`config.mk`:
```
export PLATFORM = sky130hd
export DESIGN_NAME = memory_cycle_lsu
export DESIGN_NICKNAME = d
export VERILOG_FILES = /design/src/rtl/pipe_pkg.sv /design/src/rtl/mem_wb_reg.sv /design/src/rtl/memory_cycle_lsu.sv
export SDC_FILE = /design/constraint.sdc
export NUM_CORES = 1
export LEC_CHECK = 0
export CORE_AREA = 2 2 230 232
export CTS_CLUSTER_SIZE = 14
export DETAILED_ROUTE_END_ITERATION = 8
export DIE_AREA = 0 0 232 234
export GPL_TIMING_DRIVEN = 1
export PLACE_DENSITY = 0.48
export SETUP_SLACK_MARGIN = 0.4
export SLEW_MARGIN = 20
export SYNTH_ARGS = -nofsm -noshare
export SYNTH_HDL_FRONTEND = slang
export SYNTH_SLANG_ARGS = --single-unit
```
`constraint.sdc`:
```
create_clock -name clk -period 1.78 [get_ports clk]
set_clock_uncertainty 0.2 [all_clocks]
set_input_delay 0.356 -clock clk [delete_from_list [all_inputs] [get_ports clk]]
set_output_delay 0.356 -clock clk [all_outputs]
set_load 0.01 [all_outputs]
```
`src/rtl/pipe_pkg.sv`:
```
// pipe_pkg: shared pipeline constants and the memory-stage FSM state type
package pipe_pkg;
  localparam int XLEN = 64;
  localparam int MAX_WAIT_DEF = 16;
  typedef enum logic {IDLE, WAIT} lsu_state_t;
endpackage

```
`src/rtl/mem_wb_reg.sv`:
```
// mem_wb_reg: MEM/WB pipeline register; load captures all fields, bubble only kills the write enable
module mem_wb_reg
  import pipe_pkg::*;
(
  input  logic            clk,
  input  logic            rst,
  input  logic            i_load,
  input  logic            i_bubble,
  input  logic            i_regwrite,
  input  logic            i_resultsrc,
  input  logic [4:0]      i_rd,
  input  logic [XLEN-1:0] i_pcplus4,
  input  logic [XLEN-1:0] i_alu,
  input  logic [XLEN-1:0] i_rdata,
  output logic            o_regwrite,
  output logic            o_resultsrc,
  output logic [4:0]      o_rd,
  output logic [XLEN-1:0] o_pcplus4,
  output logic [XLEN-1:0] o_alu,
  output logic [XLEN-1:0] o_rdata
);
  // capture on load, drop only the write enable on bubble so write-back never repeats
  always_ff @(posedge clk or negedge rst)
    if (!rst) begin
      o_regwrite  <= 1'b0;
      o_resultsrc <= 1'b0;
      o_rd        <= '0;
      o_pcplus4   <= '0;
      o_alu       <= '0;
      o_rdata     <= '0;
    end else if (i_load) begin
      o_regwrite  <= i_regwrite;
      o_resultsrc <= i_resultsrc;
      o_rd        <= i_rd;
      o_pcplus4   <= i_pcplus4;
      o_alu       <= i_alu;
      o_rdata     <= i_rdata;
    end else if (i_bubble) begin
      o_regwrite  <= 1'b0;
    end
endmodule

```
`src/rtl/memory_cycle_lsu.sv`:
```
// memory_cycle_lsu: memory stage with req/ack data port, stall, timeout and MEM/WB register (optional LSU_MISALIGN_CHECK_EN)
module memory_cycle_lsu
  import pipe_pkg::*;
#(
  parameter int MAX_WAIT = MAX_WAIT_DEF
) (
  input  logic            clk,
  input  logic            rst,
  input  logic            RegWriteM,
  input  logic            MemWriteM,
  input  logic            ResultSrcM,
  input  logic [4:0]      RD_M,
  input  logic [XLEN-1:0] PCPlus4M,
  input  logic [XLEN-1:0] WriteDataM,
  input  logic [XLEN-1:0] ALU_ResultM,
  output logic            dmem_req,
  output logic            dmem_we,
  output logic [XLEN-1:0] dmem_addr,
  output logic [XLEN-1:0] dmem_wdata,
  input  logic [XLEN-1:0] dmem_rdata,
  input  logic            dmem_ack,
  output logic            stall_m,
  output logic            bus_err,
  output logic            RegWriteW,
  output logic            ResultSrcW,
  output logic [4:0]      RD_W,
  output logic [XLEN-1:0] PCPlus4W,
  output logic [XLEN-1:0] ALU_ResultW,
  output logic [XLEN-1:0] ReadDataW
);
  lsu_state_t      r_state, w_next;
  logic [7:0]      r_cnt;
  logic            w_mem_op, w_mis, w_tmo, w_load;
  logic [XLEN-1:0] w_rdata;
  assign w_mem_op = MemWriteM | ResultSrcM;
`ifdef LSU_MISALIGN_CHECK_EN
  assign w_mis = w_mem_op & (r_state == IDLE) & (|ALU_ResultM[2:0]);
`else
  assign w_mis = 1'b0;
`endif
  // state register
  always_ff @(posedge clk or negedge rst)
    if (!rst) r_state <= IDLE;
    else r_state <= w_next;
  // wait counter: held at zero while idle, counts every cycle spent waiting for ack
  always_ff @(posedge clk or negedge rst)
    if (!rst) r_cnt <= '0;
    else r_cnt <= (r_state == WAIT) ? r_cnt + 8'd1 : '0;
  // request, stall, timeout and next-state decode; everything is forced low while in reset
  always_comb begin
    dmem_req = rst & ~w_mis & ((r_state == WAIT) | w_mem_op);
    w_tmo    = rst & (r_state == WAIT) & ~dmem_ack & (r_cnt == 8'(MAX_WAIT - 1));
    stall_m  = dmem_req & ~dmem_ack & ~w_tmo;
    bus_err  = w_tmo | (rst & w_mis);
    w_load   = ~stall_m & ~bus_err;
    w_next   = stall_m ? WAIT : IDLE;
  end
  assign dmem_we    = dmem_req & MemWriteM;
  assign dmem_addr  = rst ? ALU_ResultM : '0;
  assign dmem_wdata = rst ? WriteDataM : '0;
  assign w_rdata    = (dmem_req & dmem_ack) ? dmem_rdata : '0;
  mem_wb_reg u_mem_wb (
    .clk         (clk),
    .rst         (rst),
    .i_load      (w_load),
    .i_bubble    (~w_load),
    .i_regwrite  (RegWriteM),
    .i_resultsrc (ResultSrcM),
    .i_rd        (RD_M),
    .i_pcplus4   (PCPlus4M),
    .i_alu       (ALU_ResultM),
    .i_rdata     (w_rdata),
    .o_regwrite  (RegWriteW),
    .o_resultsrc (ResultSrcW),
    .o_rd        (RD_W),
    .o_pcplus4   (PCPlus4W),
    .o_alu       (ALU_ResultW),
    .o_rdata     (ReadDataW)
  );
endmodule

```
==> results of run 1 <==
critical path: stages, from the launching register on:
cell     delay [ns]
dfrtp_1        0.39
ha_4           0.17
nand3_4        0.10
nor4_4         0.27
buf_2          0.16
worst max path at each step:
| stage | slack [ns] | start | end |
|---|---|---|---|
| 5_1_grt | -0.50 | r_cnt[1]$_DFF_PN0_ | bus_err |
| 2_1_floorplan | 0.08 | dmem_ack | stall_m |
| 3_3_place_gp | -0.55 | dmem_ack | stall_m |
| 6_report | -0.41 | r_cnt[1]$_DFF_PN0_ | bus_err |
| 3_5_place_dp | -0.57 | dmem_ack | stall_m |
| 4_1_cts | -0.46 | r_cnt[1]$_DFF_PN0_ | bus_err |
cells in the final DEF (no fill, tap or decap), types with 3 or more instances in the layout:
cell	instances
mux2_2	70
buf_12	27
clkbuf_8	8
dlygate4sd2_1	91
dlygate4sd3_1	15
clkdlybuf4s15_1	15
clkbuf_16	34
dfrtp_1	207
buf_8	20
and2_4	103
clkdlybuf4s50_1	156
buf_16	27
buf_6	281
and2_1	30
clkdlybuf4s15_2	3
clkbuf_1	5
a22o_1	64
bufinv_16	3
mux2_4	63
buf_2	93
buf_4	197
power groups by stage:
stage / sequential [W] / combinational (W) / clock (W)
3_3_place_gp: 0.00532 / 0.00306 / 0
5_1_grt: 0.00533 / 0.00402 / 0.00609
6_report: 0.00529 / 0.00379 / 0.00568
3_5_place_dp: 0.00533 / 0.00306 / 0
4_1_cts: 0.00528 / 0.00347 / 0.00589
2_1_floorplan: 0.00548 / 0.000794 / 0
layout make-up:
cell class / instances / share of cell area [%]
antenna: 2 / 0.0247
clock inverter: 8 / 0.612
multi-input combinational: 361 / 18.1
tap: 688 / 4.25
clock buffer: 40 / 3.97
timing repair buffer: 932 / 47.2
sequential: 208 / 25.7
inverter: 2 / 0.0371
through the flow:
step           total power [W]  setup WS, ns
3_5_place_dp           0.00839        -0.571
6_report                0.0148        -0.413
4_1_cts                 0.0146        -0.458
3_3_place_gp           0.00838        -0.549
2_1_floorplan          0.00627        0.0826
5_1_grt                 0.0154        -0.496
cells by family after synthesis:
logic type                 synth area share, %
DFF                                       60.9
and+or+nand+nor                           11.2
muxes                                     17.5
AOI/OAI and AO/OA                         7.25
buffers and inverters                     2.71
xor gates and xnor gates                 0.308
adders and majority gates                0.146
what timing repair did:
item | 4_1_cts | 5_1_grt
hold endpoints to repair | 128 | 59
hold buffers | 12 | 4
cloned | 22 | 7
endpoints found under the setup margin | 532 | 556
pin swaps | 50 | 66
setup buffers | 110 | 50
resized for setup | 1850 | 163
flip-flops by register name, summed over array words and instances, names as in the netlist:
register	count
u_mem_wb.o_pcplus4	64
u_mem_wb.o_regwrite	1
u_mem_wb.o_rd	5
u_mem_wb.o_alu	64
r_state	1
u_mem_wb.o_rdata	64
u_mem_wb.o_resultsrc	1
r_cnt	8
metal layers:
| metal | part of all wire [%] | global-route usage [%] |
|---|---|---|
| met5 | 0 | 0 |
| met4 | 2.0 | 3.71 |
| met3 | 6.9 | 2.91 |
| met2 | 54 | 25.3 |
| met1 | 37 | 15.3 |
==> run_results.csv, run 1 <==
group,metric,value,unit
run,drv_cap,0,
logic_synthesis,yosysMostFrequentCell,"dfrtp_1",
cts,numCtsBuffers,26,
die,ios,598,
setup_path,reg2reg_from,"r_state$_DFF_PN0_",
timing,setup_slack,-0.413,ns
final_layout,stdcell_area,20200,sq um
setup_path,critical_path_class,"reg2out",
timing,drv_slew,0,
setup_path,crit_path_end_kind,"output port",
placement,portBuffers,597,
die,die_x,232,um
route,drt-total-wl,39900,um
logic_synthesis,synth_area,8550,sq um
logic_synthesis,ys.flop_type,"dfrtp_1",
placement,hpwl,27300,um
final_layout,seq_area,5210,sq um
setup_path,r2r-end,"u_mem_wb.o_alu[58]$_DFFE_PN0P_",
logic_synthesis,ys_types,30,
pwr,comb_power_share,25.7,%
pwr,vdd_drop_max,680,uV
setup_path,rrSetupSlack,-0.20,ns
final_layout,fillers,5032,
pwr,clkPwrFrac,38.5,%
final_layout,layout.cells.non_filler,2241,
setup_path,worstPathArrival,1.64,ns
route,drt_iter0_drc,253,
final_layout,nets,1799,
logic_synthesis,netlist.area_leader.share,60.9,%
logic_synthesis,postSynthAreaPerCell,14.0,sq um
route,dr.pass1.iters,4,
timing,period_minus_slack,2.19,ns
global_route,grt_start_max_net_pins,34,
route,wl_per_cell,17.8,um
cts,cts_sinks,208,
die,rows,84,
cts,path_clk_slew,0.06,ns
cts,clockBufferDepth,3,
logic_synthesis,yosysSeqAreaShare,60.9,%
timing,worst_slew_pin_slew,0.525,ns
route,via_per_inst,3.83,
final_layout,area_growth,137,%
timing,fmax,456,MHz
timing,max_slew_margin,64.9,%
die,fp.dieH,234,um
final_layout,final_core_util,38.9,%
global_route,grt_pass1_vias,8983,
logic_synthesis,synth_top_cells_by_count,"dfrtp_1 (208), and2_1 (133), mux2_2 (129)",
logic_synthesis,yosys_warnings,0,
die,initial_core_util,16.4,%
outcome,failed_checks,"setup timing",
cts,root_buffer,"clkbuf_16",
logic_synthesis,synthArstFlopShare,100,%
timing,setup_viol,224,
global_route,grt_pass1_wl,55700,um
outcome,outcome,"finished, violations left",
setup_path,cp_max_fo,3,
global_route,overflow,0,
global_route,grt_antenna_before_repair,5,
placement,routabilityCongestion,0.767,
setup_path,r2r_cells,8,
placement,post_dp_cell_area,16500,sq um
logic_synthesis,ys_ff_latch,208,
cts,htree_levels,1,
logic_synthesis,syn_nets,880,
final_layout,drive_gt1_share,61.0,%
placement,placed_cells,1986,
route,ant_nets,0,
pwr,power.leakage,9.74,nW
die,core,52000,sq um
pwr,switching_share,24.9,%
logic_synthesis,netlist_instances,612,
global_route,track_usage,13.5,%
timing,hold_slack,0.0328,ns
pwr,power_frac_seq,35.9,%
route,vias,8583,
pwr,power.switching,0.00368,W
timing,timing.final.crit_share,123,%
min_path,holdCritPathClass,"in2async",
setup_path,required,1.22,ns
setup_path,start_kind,"register",
timing,setup_tns,-30.02,ns
logic_synthesis,post-synth-top-area-cell,"dfrtp_1",
cts,cts_tree,"yes",
pwr,p_per_area,729,nW/um^2
route,route.detailed.drc,0,
timing,rsz0062_at_grt,"true",
final_layout,multi_input_area,3670,sq um
logic_synthesis,synth.area.top_cells,"dfrtp_1 (61%), mux2_2 (17%), and2_1 (9.7%)",
cts,insertion_delay,0.54,ns
logic_synthesis,synth_edf_count,0,
die,die_area,54300,sq um
pwr,p_int,0.0111,W
timing,hold_violations,0,
(Power assumes the default switching activity.)
==> run 2, diff against run 1 <==
- CTS_CLUSTER_SIZE: 14 -> 12
==> results of run 2 <==
Same layout as run 1: the final DEF is identical, and so are final timing and power.
